--- config.mk ---
export PLATFORM = sky130hd
export DESIGN_NAME = bias_grad_accumulator
export DESIGN_NICKNAME = d
export VERILOG_FILES = /design/src/rtl/bias_grad_accumulator.sv
export SDC_FILE = /design/constraint.sdc
export NUM_CORES = 1
export LEC_CHECK = 0
export BUFFER_PORTS_ARGS = -buffer_cell sky130_fd_sc_hd__buf_4
export CORE_ASPECT_RATIO = 1.1
export CORE_MARGIN = 2
export CORE_UTILIZATION = 50
export CTS_CLUSTER_SIZE = 10
export DETAILED_ROUTE_END_ITERATION = 6
export PLACE_DENSITY = 0.7
export SLEW_MARGIN = 20
export SYNTH_ARGS = -nofsm -noshare
export SYNTH_HDL_FRONTEND = slang
export SYNTH_SLANG_ARGS = --single-unit
export TNS_END_PERCENT = 5
--- constraint.sdc ---
create_clock -name clk -period 7.6 [get_ports clk]
set_clock_uncertainty 0.05 [all_clocks]
set_input_delay 0.76 -clock clk [delete_from_list [all_inputs] [get_ports clk]]
set_output_delay 0.76 -clock clk [all_outputs]
set_load 0.02 [all_outputs]
--- src/rtl/bias_grad_accumulator.sv ---
// Column-wise bias-gradient accumulator: sums a row-major stream of Q8.8 gradients
// over a batch with saturation, then drains the per-column sums through valid/ready.
module bias_grad_accumulator #(
  parameter int unsigned NUM_COLS = 4,
  parameter int unsigned BATCH_W  = 8
) (
  input  logic               clk,
  input  logic               rst,
  input  logic               start,
  input  logic [BATCH_W-1:0] batch_size_in,
  input  logic signed [15:0] grad_in,
  input  logic               grad_valid_in,
  output logic               grad_ready_out,
  output logic signed [15:0] bias_grad_out,
  output logic               bias_grad_valid_out,
  input  logic               bias_grad_ready_in,
  output logic               busy,
  output logic               done,
  output logic               overflow
);

  localparam int unsigned ColW = (NUM_COLS > 1) ? $clog2(NUM_COLS) : 1;
  localparam logic [ColW-1:0] LastCol = ColW'(NUM_COLS - 1);

  typedef enum logic [1:0] {StIdle, StAccum, StDrain} state_e;

  state_e state_q, state_d;

  logic [BATCH_W-1:0] batch_q, batch_d;
  logic [BATCH_W-1:0] row_q, row_d;
  logic [ColW-1:0]    col_q, col_d;
  logic [ColW-1:0]    idx_q, idx_d;
  logic signed [15:0] acc_q [NUM_COLS];
  logic signed [15:0] acc_d [NUM_COLS];
  logic signed [15:0] out_q, out_d;
  logic               valid_q, valid_d;
  logic               done_q, done_d;
  logic               ovf_q, ovf_d;

  logic               start_ok;
  logic               grad_fire;
  logic               last_in;
  logic               out_fire;
  logic               last_out;
  logic signed [16:0] sum;
  logic signed [15:0] sat;
  logic               clamp;
  logic [ColW-1:0]    idx_nxt;

  assign start_ok  = (state_q == StIdle) && start && (batch_size_in != '0);
  assign grad_fire = (state_q == StAccum) && grad_valid_in;
  assign last_in   = grad_fire && (col_q == LastCol) && (row_q == batch_q - BATCH_W'(1));
  assign out_fire  = valid_q && bias_grad_ready_in;
  assign last_out  = out_fire && (idx_q == LastCol);
  assign idx_nxt   = idx_q + ColW'(1);

  // 17-bit sum so the carry into the sign bit exposes overflow before clamping.
  always_comb begin
    sum   = {acc_q[col_q][15], acc_q[col_q]} + {grad_in[15], grad_in};
    sat   = sum[15:0];
    clamp = 1'b0;
    if (sum[16] != sum[15]) begin
      clamp = 1'b1;
      sat   = sum[16] ? 16'sh8000 : 16'sh7fff;
    end
  end

  always_ff @(posedge clk) begin
    if (rst) begin
      state_q <= StIdle;
    end else begin
      state_q <= state_d;
    end
  end

  always_comb begin
    state_d = state_q;
    unique case (state_q)
      StIdle:  if (start_ok) state_d = StAccum;
      StAccum: if (last_in) state_d = StDrain;
      StDrain: if (last_out) state_d = StIdle;
      default: state_d = StIdle;
    endcase
  end

  always_comb begin
    grad_ready_out = (state_q == StAccum);
    busy           = (state_q != StIdle);
  end

  always_comb begin
    batch_d = batch_q;
    row_d   = row_q;
    col_d   = col_q;
    idx_d   = idx_q;
    acc_d   = acc_q;
    out_d   = out_q;
    valid_d = valid_q;
    done_d  = 1'b0;
    ovf_d   = ovf_q;

    if (start_ok) begin
      batch_d = batch_size_in;
      row_d   = '0;
      col_d   = '0;
      ovf_d   = 1'b0;
      for (int i = 0; i < int'(NUM_COLS); i++) begin
        acc_d[i] = '0;
      end
    end

    if (grad_fire) begin
      acc_d[col_q] = sat;
      if (clamp) ovf_d = 1'b1;
      if (col_q == LastCol) begin
        col_d = '0;
        row_d = row_q + BATCH_W'(1);
      end else begin
        col_d = col_q + ColW'(1);
      end
    end

    // Present the first sum straight away, including the value just accumulated.
    if (last_in) begin
      idx_d   = '0;
      out_d   = acc_d[0];
      valid_d = 1'b1;
    end

    if (out_fire) begin
      if (idx_q == LastCol) begin
        valid_d = 1'b0;
        done_d  = 1'b1;
      end else begin
        idx_d = idx_nxt;
        out_d = acc_q[idx_nxt];
      end
    end
  end

  always_ff @(posedge clk) begin
    if (rst) begin
      batch_q <= '0;
      row_q   <= '0;
      col_q   <= '0;
      idx_q   <= '0;
      out_q   <= '0;
      valid_q <= 1'b0;
      done_q  <= 1'b0;
      ovf_q   <= 1'b0;
      for (int i = 0; i < int'(NUM_COLS); i++) begin
        acc_q[i] <= '0;
      end
    end else begin
      batch_q <= batch_d;
      row_q   <= row_d;
      col_q   <= col_d;
      idx_q   <= idx_d;
      out_q   <= out_d;
      valid_q <= valid_d;
      done_q  <= done_d;
      ovf_q   <= ovf_d;
      acc_q   <= acc_d;
    end
  end

  assign bias_grad_out       = out_q;
  assign bias_grad_valid_out = valid_q;
  assign done                = done_q;
  assign overflow            = ovf_q;

endmodule

## After elaboration in Yosys (flattened, before gate mapping)

Cells that the tools add are included.
Widths: inputs -> output; s select.

| storage, ports and cells | value |
|---|---|
| input bits | 29 |
| logic and storage cells | 84 |
| bits in registers | 105 |
| output and inout bits | 21 |

| cells by class | value |
|---|---|
| $add $sub $neg | 5 |
| bitwise gates (word level) | 3 |
| equality and inequality tests | 9 |
| muxes and demuxes | 37 |
| order comparisons | 3 |
| reductions and logical operators | 14 |

Operator list:

| operator | count |
|---|---|
| $mux 16 | 10 |
| $mux 64 | 2 |
| $bmux 16 s2 | 2 |
| $bwmux 64 | 1 |
| $demux 16 s2 | 1 |
| $mux 8 | 3 |
| $mux 2 | 9 |
| $add 16x16->17 | 1 |
| $add 8x1->8 const B | 1 |
| $eq 8x8->1 | 1 |
| $logic_and 1x1->1 | 8 |
| $mux 1 | 8 |
| $reduce_bool 8->1 | 1 |
| $sub 8x1->8 const B | 1 |
| $eq 2x2->1 const B | 3 |
| $ge 3x3->1 const B | 2 |
| $not 2->3 | 2 |
| $pmux 2 s3 | 1 |
| $add 2x1->2 const B | 2 |
| $ne 2x2->1 const B | 2 |
| $reduce_bool 2->1 | 2 |
| $lt 3x1->1 const B | 1 |
| $reduce_and 3->1 | 1 |
| $eq 2x1->1 const B | 1 |
| other kinds (5) | 5 |

## Logic depth before layout (Yosys ltp)

Gate-level depths: netlist of the first run.

| depth | value |
|---|---|
| depth after elaboration | 12 |
| mapped depth | 15 |
| gate-level depth less buffers | 12 |

## Least setup slack after synthesis of the first run

OpenSTA, ideal clock, no wires.

| timing path | value |
|---|---|
| kind | register -> register |
| start point | reg col_q[0] |
| end point | reg acc_q[27] (netlist bit) |
| data arrival time | 3.983 ns |
| slack | 3.450 ns |
| data required time | 7.433 ns |
| library setup time | 0.117 ns |
| cell stages (with the launch flop) | 14 |
| clock period less this slack | 4.150 ns |
| buffers on the path | 4 |
| cell sequence | dfxtp_1 -> clkbuf_1 -> clkbuf_1 -> mux4_2 -> ha_1 -> clkbuf_2 -> a21oi_2 -> o21ai_0 -> or2_0 -> o21a_1 -> xnor2_2 -> buf_2 -> maj3_1 -> a32o_1 |

| between the ends | value |
|---|---|
| word-level cells in the longest chain between the ends | 9 |
| elaborated cells on any way between the ends | 15 |
| classes of those cells | add/sub: 1; order compare: 2; eq/ne: 1; mux: 9; bitwise: 1; reduce/logical: 1 |

RTL lines:

| element | line | text |
|---|---|---|
| start, declared | 31 | `logic [ColW-1:0] col_q, col_d;` |
| start signal, assigned | 157 | `col_q <= col_d;` |
| $not 2->3 (not written as such) * | 59, 113 |  |
| $bmux 16 s2 | 59 | `sum = {acc_q[col_q][15], acc_q[col_q]} + {grad_in[15], grad_in};` |
| $mux 16 (not written as such) (2 in a row) | 59 |  |
| $add 16x16->17 | 59 |  |
| $mux 16 or $ne 1x1->1 (tied branches) | 64, 62 |  |
| $mux 16 | 62 | `if (sum[16] != sum[15]) begin` |
| $bwmux 64 * | 113 | `acc_d[col_q] = sat;` |
| $mux 64 * | 112 | `if (grad_fire) begin` |
| end signal, assigned by index | 152 | `acc_q[i] <= '0;` |
| end signal, assigned | 163 | `acc_q <= acc_d;` |
| end, declared | 33 | `logic signed [15:0] acc_q [NUM_COLS];` |

Mark *: on every way between the ends. The rest lies on a longest branch, timed or not. The select of a mux whose other input is x is not followed.
A chain may end at the register's enable or synchronous reset.

## Final worst setup path of the first run

| timing path | value |
|---|---|
| start point | reg col_q[0] |
| end point | reg out_q[7] (netlist: bias_grad_out[7]) |

| between the ends | value |
|---|---|
| word-level cells in the longest chain between the ends | 12 |
| elaborated cells on any way between the ends | 21 |
| classes of those cells | add/sub: 1; order compare: 2; eq/ne: 2; mux: 12; bitwise: 1; reduce/logical: 3 |

RTL lines:

| element | line | text |
|---|---|---|
| $not 2->3 (not written as such) | 59, 113 |  |
| $bmux 16 s2 | 59 |  |
| $mux 16 (not written as such) (2 in a row) | 59 |  |
| $add 16x16->17 | 59 |  |
| $mux 16 or $ne 1x1->1 (tied branches) | 64, 62 |  |
| $mux 16 | 62 |  |
| $bwmux 64 | 113 |  |
| $mux 64 | 112 |  |
| $mux 16 * | 124 | `if (last_in) begin` |
| $mux 16 | 131 | `if (idx_q == LastCol) begin` |
| $mux 16 * | 130 | `if (out_fire) begin` |
| end signal, assigned | 159 | `out_q <= out_d;` |
| end, declared | 35 | `logic signed [15:0] out_q, out_d;` |

Marks and branches as above.

==> run metrics, run 1 <==
status completed; Via density 6.33; Gate power share 0.154; Final Max Slew Viols 0; CTS Buffer Depth 2; via count 5549; Worst Tran Pin Value 0.964 ns; TritonCTS clock tree done; CTS sink count 105; Remaining DRCs 0; CP peak stage delay 0.61 ns; CTS Hold Bufs 0; post-synthesis sequential area ratio 0.345; antenna cell count 0; Crit path top cell by count buf_4; synthesis-to-layout area growth 11.0%; min cycle time layout 4.31 ns; Hold EP overflow; Peak VDD IR around 120 µV; static leakage ~2.5 nW; sequential cell fraction of total power 0.472; CP Capture Type register; distinct cell type count after synthesis 62; Port Buffers 49; Crit-path slowest cell dfxtp_1; Filler cells 1083; Worst-path clk slew around 0.07 ns; hold path startpoint overflow; GPL Wtd Cong 0.889; chip height 120 µm; root buffer cell clkbuf_16; slack of the critical path 3.29 ns; final non-filler cell total roughly 900; switching pwr 342 µW; Setup WS pre-CTS 3.31 ns; PwrDens 177 nW/µm²; worst r2r dst bias_grad_out[7]; asr flop ratio synth 0; startpoint class of the critical path register; Post-CTS Setup Inserts 0; final setup TNS 0 ns; post-DP HPWL 11.2 mm; max_slew headroom 0.358; CTS H-tree lvls 3; Critical Path Fanout Max 15; Gate Count Post-Synth 700; initial DRC count 471; FF-to-FF Start col_q[0]; critical path class reg2reg; antenna-violating nets left 0; crit path cell chain buf_4 > mux4_2 > ha_1 > o21ai_2 > nor2b_4 > or3_1 > o21a_1 > a21boi_1 > buf_4 > maj3_1 > a22oi_1 > o21ai_1; internal power 856 µW; Cells after DPL 860; core footprint about 12000 µm²; TritonRoute pass-1 iters 5; row cnt 42; Hold Path Class reg2reg; vias in the first global route 5474; number of enable flip-flop cells after synthesis 0; Syn Area/Cell 8.71 µm²; wire per inst just under 20 µm; Initial Util 0.509; Die ar. ~13000 µm²; total of max-cap violations 0; RSZ-0062 raised after global routing false; share of cells above drive strength 1 0.169; largest net degree at the start of global routing 90; clk_lat worst skew 0.36 ns; Final Hold Viols 0; Clock power frac 0.374; most common cell after layout, fill and taps aside dfxtp_1; Worst Reg-to-Reg Cells 12; Mapped Area 6100 µm²; fin crit share 0.568; Seq cells post-synth 105; Final Setup Violations 0; syn nets 753; worst reg2reg setup slack 3.29 ns; Sw Ratio 0.285; first-pass GRT wire length ~28 mm; grt total ovfl 0; Crit path arrival time 4.56 ns; drt total wl between 15 and 20 mm; Die X approximately 110 µm; Fmax 232 MHz; WP data required 7.85 ns; total track usage 0.277; Main synth FF type dfxtp_1; most frequent cells in the layout 105 x dfxtp_1, 95 x nand2_1, 94 x a21oi_1; Post-layout nets 770; io pins 50; initial antenna violation count 0; post-CTS sizing 0; Ys Warns 0; WHS Path Cells 2; CTS Buf Count 9
-- sequential cells by signal (all words and copies together), names as in the netlist --
name and count:
batch_q 8, bias_grad_out 16, idx_q 2, acc_q 64
state_q 2, row_q 8, done 1, bias_grad_valid_out 1
col_q 2, overflow 1
-- power by group through the flow --
stage          combinational (mW)  clock [mW]  sequential (mW)
6_report                    0.184       0.447            0.566
4_1_cts                     0.182       0.450            0.566
5_1_grt                     0.199       0.470            0.566
2_1_floorplan               0.135           0            0.575
3_3_place_gp                0.177           0            0.578
3_5_place_dp                0.181           0            0.578
-- area by class of cell --
class	instances	area, µm²	area share
multi-input combinational	531	3720	0.550
inverter	12	45.0	0.00665
tap	154	193	0.0285
timing repair buffer	58	435	0.0643
sequential	105	2100	0.311
clock buffer	11	243	0.0359
clock inverter	5	31.3	0.00462
-- worst max-delay path, delay by kind of cell (launching register included) --
kind | cells | cell delay (ns)
AO/OA/AOI/OAI | 5 | 1.22
buffers and inverters | 2 | 0.69
AND/OR/NAND/NOR | 2 | 0.45
adder cells (fa/ha/maj) | 2 | 0.67
flip-flops | 1 | 0.61
multiplexers | 1 | 0.56
-- synth_stat cells (all sizes together) (5+ instances only) --
cell    count  area (µm²)
o21a        6        45.0
clkbuf     37         140
maj3       13         131
a311oi     12         111
ha         23         288
nand2      96         363
and3        8        50.1
mux4       32         721
or3        13        81.3
o21ai      39         203
xor2       11        96.3
nor4b       6        52.6
buf        15        91.3
a21o        5        37.5
nand3      43         215
nor2       54         213
o211ai      6        45.0
nor3        7        35.0
inv        12        45.0
xnor2      14         138
dfxtp     105        2100
a21oi      96         488
-- worst max-delay path by stage --
stage / to / startpoint
floorplan: acc_q[27] / col_q[0]
global placement: bias_grad_out[14] / col_q[0]
detailed placement: bias_grad_out[14] / col_q[0]
CTS: bias_grad_out[14] / col_q[0]
global route: bias_grad_out[14] / col_q[0]
finish: bias_grad_out[7] / col_q[0]
-- kinds of logic (layout without fill, tap and decap cells) --
family / after synthesis / in the layout / synth area share
simple gates: 246 / 246 / 0.188
compound gates: 191 / 191 / 0.193
flops: 105 / 105 / 0.345
buf+inv: 64 / 86 / 0.0454
fa+ha+maj: 37 / 37 / 0.0720
mux: 32 / 32 / 0.118
xor+xnor: 25 / 25 / 0.0384
-- routing by layer --
metal	wire, µm	vias up	part of all wire	track usage
met5	0	-	0	0
met4	406	0	0.023	0.116
met3	1210	29	0.070	0.0521
met2	8510	235	0.49	0.452
met1	7170	2692	0.41	0.359
li1	-	2593	-	-
-- through the flow --
step	area, µm²	power, mW	util	hold slack, ns
6_report	6770	1.20	0.565	0.414
4_1_cts	6770	1.20	0.565	0.420
3_3_place_gp	6490	0.755	0.542	0.401
5_1_grt	6770	1.24	0.565	0.433
3_5_place_dp	6490	0.759	0.542	0.409
2_1_floorplan	6100	0.710	-	0.393
No activity file was read; power rests on OpenSTA's default activity.
==> run 2, diff against run 1 <==
==> constraint.sdc (replaced) <==
create_clock -name clk -period 4.4 [get_ports clk]
set_clock_uncertainty 0.05 [all_clocks]
set_input_delay 0.44 -clock clk [delete_from_list [all_inputs] [get_ports clk]]
set_output_delay 0.44 -clock clk [all_outputs]
set_load 0.02 [all_outputs]
==> run 2 against run 1 <==
Register-to-register slack lost 3.0 ns. Utilization grew 0.61 points. Non-clock buffer count grew 4. Setup slack lost 3.0 ns. Cell area grew 1.1%. Global-route usage grew 0.57 points. Sequential power grew 72%. Sequential share of layout area shrank 0.33 points. Fmax grew 5.2%. Critical path depth shrank 1. First-iteration DRC count grew 23%. Largest cell class unchanged. Largest power group unchanged. Highest routed layer unchanged.
==> run metrics, run 2 (same netlist as run 1, synthesis figures left out) <==
CTS Buffer Depth 2; Post-CTS Setup Inserts 0; Final Max Slew Viols 0; static leakage 2.50 nW; Die ar. 13100 µm²; Worst-path clk slew 0.07 ns; most frequent cells in the layout 105 x dfxtp_1, 95 x nand2_1, 94 x a21oi_1; most common cell after layout, fill and taps aside dfxtp_1; TritonRoute pass-1 iters 5; CTS sink count 105; internal power about 1.5 mW; Remaining DRCs 0; antenna cell count 0; CP peak stage delay 0.56 ns; min cycle time layout 4.10 ns; post-CTS sizing 0; Post-layout nets between 700 and 800; startpoint class of the critical path register; total track usage 0.283; CTS Hold Bufs 0; largest net degree at the start of global routing 90; Crit path top cell by count o21a_1; Crit-path slowest cell a21oi_2; row cnt 42; switching pwr between 600 and 700 µW; Gate power share 0.154; Peak VDD IR 164 µV; Most flops, register acc_q; root buffer cell clkbuf_16; Hold Path Class in2reg; GPL Wtd Cong 0.982; Final Hold Viols 0; synthesis-to-layout area growth 12.2%; initial antenna violation count 0; placed inst area 6540 µm²; CP Capture Type register; Critical Path Fanout Max 15; Filler cells about 1100; antenna-violating nets left 0; status completed; register area 2100 µm²; Crit path arrival time 4.32 ns; Total Power 2.15 mW; share of cells above drive strength 1 0.175; Port Buffers 49; fin crit share 0.932; final setup TNS 0 ns; Die X 109 µm; WP data required 4.61 ns; sequential cell fraction of total power 0.455; io pins 50; RSZ-0062 raised after global routing false; first-pass GRT wire length between 20 and 30 mm; CTS H-tree lvls 3; via count 5581; Worst Tran Pin Value 0.952 ns; wire per inst 19.9 µm; clk_lat worst skew 0.36 ns; crit path cell chain buf_12 > mux4_2 > ha_1 > a211oi_1 > o21ai_1 > o21a_1 > o21a_1 > xnor2_2 > a21oi_2 > o21ai_0 > a311oi_1; Sw Ratio 0.281; post-DP HPWL 11.5 mm; max_slew headroom 0.365; vias in the first global route 5456; Via density roughly 6.3; final instance area 6840 µm²; chip height about 120 µm; core footprint 12000 µm²; TritonCTS clock tree done; Fmax 244 MHz; total of max-cap violations 0; critical path class reg2reg; footprint of the multi-input gates between 3000 and 4000 µm²; Clock power frac 0.392; Final Setup Violations 0; CTS Buf Count 9; Initial Util 0.509; initial DRC count around 580; max reg flops 64; drt total wl 17.5 mm; grt total ovfl 0; PwrDens 314 nW/µm²
-- run 2: changes by cell type in the layout (fill, tap and decap cells not counted), sizes merged --
| cell | before | now |
|---|---|---|
| bufinv | 0 | 1 |
| clkbuf | 11 | 10 |
| buf | 58 | 62 |
| clkinv | 4 | 2 |
| inv | 12 | 14 |
-- run 2: final cells by class --
cell class                 instances  area share
inverter                          12     0.00658
sequential                       105       0.307
clock inverter                     6     0.00951
tap                              154      0.0282
multi-input combinational        531       0.544
timing repair buffer              62      0.0699
clock buffer                      10      0.0349
-- run 2: metal layers --
| layer | wire, µm | track usage |
|---|---|---|
| met5 | 0 | 0 |
| met2 | 8640 | 0.468 |
| met3 | 1420 | 0.0402 |
| met1 | 6890 | 0.361 |
| met4 | 539 | 0.135 |
-- run 2: final timing paths --
check                         to  cells after the start          startpoint  slack [ns]
max             bias_grad_out[0]                     11            col_q[0]        0.30
min          bias_grad_valid_out                      2  bias_grad_ready_in        0.23
max reg2reg     bias_grad_out[0]                     11            col_q[0]        0.30
min reg2reg             overflow                      2            overflow        0.41
-- run 2: power groups by stage --
stage                     sequential [mW]  clock [mW]  combinational [mW]
after floorplan                     0.993           0               0.233
after global placement              0.997           0               0.315
after detailed placement            0.998           0               0.322
after CTS                           0.976       0.849               0.325
after global routing                0.978       0.892               0.355
final                               0.976       0.841               0.330
-- run 2: stage by stage --
step	hold WS [ns]	util	setup WS, ns	instances
finish	0.231	0.571	0.299	880
global route	0.235	0.571	0.0562	880
CTS	0.225	0.571	0.353	880
detailed placement	0.410	0.546	0.362	864
global placement	0.403	0.546	0.477	864
floorplan	0.393	-	0.250	700
-- run 2: critical path, delay by kind of cell (launching register included) --
kind            cells  cell delay, ns
buf+inv             1            0.24
mux                 1            0.55
flops               1            0.51
compound gates      7            2.07
xor+xnor            1            0.24
fa+ha+maj           1            0.32
==> run 3, diff against run 2 <==
--- a/config.mk
+++ b/config.mk
@@ -5,13 +5,16 @@
 export SDC_FILE = /design/constraint.sdc
 export NUM_CORES = 1
 export LEC_CHECK = 0
+export ABC_AREA = 1
 export BUFFER_PORTS_ARGS = -buffer_cell sky130_fd_sc_hd__buf_4
+export CELL_PAD_IN_SITES_DETAIL_PLACEMENT = 0
+export CELL_PAD_IN_SITES_GLOBAL_PLACEMENT = 2
 export CORE_ASPECT_RATIO = 1.1
 export CORE_MARGIN = 2
-export CORE_UTILIZATION = 50
+export CORE_UTILIZATION = 33
 export CTS_CLUSTER_SIZE = 10
 export DETAILED_ROUTE_END_ITERATION = 6
-export PLACE_DENSITY = 0.7
+export PLACE_DENSITY = 0.81
 export SLEW_MARGIN = 20
 export SYNTH_ARGS = -nofsm -noshare
 export SYNTH_HDL_FRONTEND = slang
==> run 3 against run 2 <==
Worst hold slack improved by 0.069 ns. Non-clock buffer count shrank 1. Sequential share of layout area down 2.2 points. Register-to-register slack better by 0.35 ns. Critical path type unchanged. Area after synthesis increased by 6.7%. Count of clock-buffer cells in the layout grew 3. Sequential power up 0.6%. Routed wire length increased by 29%. Setup slack improved by 0.35 ns. Critical path depth increased by 11. Die area rose by 59%. Cell area rose by 7.6%.
==> run metrics, run 3 <==
post-CTS sizing 0; Crit-path slowest cell nand2_2; root buffer cell clkbuf_16; worst r2r dst bias_grad_out[0]; WP data required roughly 4.6 ns; Final Setup Violations 0; share of cells above drive strength 1 0.0932; Port Buffers 49; wire per inst around 18 µm; chip height between 150 and 200 µm; max reg flops 64; Initial Util 0.338; WHS Path Cells 3; Peak VDD IR about 200 µV; synthesis-to-layout area growth 13.2%; CP Capture Type register; Gate Count Post-Synth 1021; Critical Path Fanout Max 32; post-synthesis sequential area ratio 0.323; distinct cell type count after synthesis 44; most common cell after layout, fill and taps aside nand2_1; syn nets 1074; Main synth FF type dfxtp_1; total of max-cap violations 0; critical path class reg2reg; Crit path top cell by count nand2_1; delay-heaviest family, CP simple AND/OR/NAND/NOR gates; Worst-path clk slew 0.07 ns; static leakage approximately 3.4 nW; status completed; critical path depth 22; TritonRoute pass-1 iters 5; row cnt 53; Crit path arrival time 3.91 ns; PwrDens about 330 nW/µm²; Remaining DRCs 0; TritonCTS clock tree done; total track usage 0.226; cell taking the most area after synthesis dfxtp_1; Area contributors post-synth dfxtp_1 32%, nand2_1 12%, a21oi_1 9.8%; asr flop ratio synth 0; via count 6634; Die ar. 20900 µm²; Final Hold Viols 0; Final Max Slew Viols 0; Hold EP batch_q[2]; cell with the most instances after synthesis nand2_1; Post-CTS Setup Inserts 0; final setup TNS 0 ns; fin crit share 0.852; max_slew headroom 0.424; grt total ovfl 0; Total Power 2.46 mW; drt total wl 22.6 mm; startpoint class of the critical path register; Buf/Inv on CP 4; largest net degree at the start of global routing 67; Hold Path Class in2reg; Most flops, register acc_q; Mapped Area between 6000 and 7000 µm²; Post-synth top cells 214 x nand2_1, 133 x inv_1, 127 x a21oi_1; io pins 50; hold path startpoint batch_size_in[2]; GPL Wtd Cong 0.850; min cycle time layout between 3 and 4 ns; Die X ~140 µm; number of enable flip-flop cells after synthesis 0; crit path cell chain buf_4 > o21ai_0 > o22ai_1 > ha_1 > inv_1 > fa_1 > inv_1 > nand3_1 > nand2_1 > nand2_1 > nand2_1 > nand2_1 > nand2_1 > nand2_1 > nand2_2 > inv_2 > nand2_2 > nand3_1 > nand2_1 > nand2_1 > nand2_1 > a21oi_1; Via density between 5 and 6; most frequent cells in the layout 214 x nand2_1, 132 x inv_1, 127 x a21oi_1; Ys Warns 0; Syn Area/Cell 6.37 µm²; initial DRC count 332; CTS Buf Count 9; post-DP HPWL 15.0 mm; core footprint 19200 µm²; post-synth top area share 0.323; vias in the first global route 6394; CTS H-tree lvls 3; CTS Buffer Depth 2; CP peak stage delay 0.52 ns; Post-layout nets approximately 1100; first-pass GRT wire length 35.3 mm; CTS Hold Bufs 0; Fmax 267 MHz; Worst Tran Pin Value 0.864 ns; worst reg2reg setup slack about 0.65 ns; initial antenna violation count 0; antenna cell count 0; Filler cells 2200; RSZ-0062 raised after global routing false; Worst Reg-to-Reg Cells 22; FF-to-FF Start col_q[0]; clk_lat worst skew ~0.37 ns; CTS sink count 105; antenna-violating nets left 0; Seq cells post-synth ~110
[run 3: changes by cell type in the layout (fill, tap and decap cells not counted), sizes merged, moves of 18 or more]
cell   before  now
a21oi      96  127
inv        14  140
mux4       32    0
nand2      96  219
nand3      43   61
nor2       54   87
o21ai      39  125
[run 3: worst max-delay path by stage]
stage	start	endpoint	slack [ns]
2_1_floorplan	col_q[0]	acc_q[29]	1.48
3_3_place_gp	col_q[0]	acc_q[29]	0.63
3_5_place_dp	col_q[0]	bias_grad_out[1]	0.61
4_1_cts	col_q[0]	bias_grad_out[1]	0.59
5_1_grt	col_q[0]	bias_grad_out[2]	0.19
6_report	col_q[0]	bias_grad_out[0]	0.65
[run 3: through the flow]
step	cell area, µm²	worst slack [ns]	hold WS [ns]	cells	utilization
after floorplan	6500	1.48	0.410	1021	-
after global placement	7030	0.630	0.427	1273	0.366
after detailed placement	7030	0.606	0.418	1273	0.366
after CTS	7360	0.588	0.297	1288	0.383
after global routing	7360	0.188	0.321	1288	0.383
final	7360	0.653	0.300	1288	0.383
[run 3: logic make-up (layout without fill, tap and decap cells)]
kind of cell / count (synthesis) / after routing / share of synthesized area
simple gates: 385 / 385 / 0.249
compound gates: 289 / 289 / 0.234
buf+inv: 198 / 218 / 0.120
flops: 105 / 105 / 0.323
fa+ha+maj: 24 / 24 / 0.0473
xor+xnor: 20 / 20 / 0.0269
[run 3: layout make-up]
cell class                      instances  area, µm²  area share
Clock buffer                           13        270      0.0367
Clock inverter                          2       60.1     0.00816
Inverter                              142        534      0.0726
Multi-Input combinational cell        718       3630       0.493
Sequential cell                       105       2100       0.286
Tap cell                              247        309      0.0420
Timing Repair Buffer                   61        458      0.0622
[run 3: worst min-delay path, delay by kind of cell]
family                 cells  cell delay, ns
and+or+nand+nor            1            0.08
AOI/OAI and AO/OA          1            0.07
buffers and inverters      1            0.08
[run 3: per-layer routing]
metal | vias to the layer above | share of wire | wire length [µm] | track usage
met4 | 0 | 0.025 | 573 | 0.0745
met5 | - | 0 | 0 | 0
met2 | 119 | 0.49 | 11000 | 0.393
met3 | 33 | 0.035 | 789 | 0.0358
li1 | 3363 | - | - | -
met1 | 3119 | 0.45 | 10300 | 0.284
[run 3: report_power, final]
group | leakage [nW] | total [mW] | internal (mW) | switching [mW]
logic | 2.40 | 0.546 | 0.159 | 0.387
clock network | 0.162 | 0.933 | 0.544 | 0.389
registers | 0.850 | 0.982 | 0.969 | 0.0133
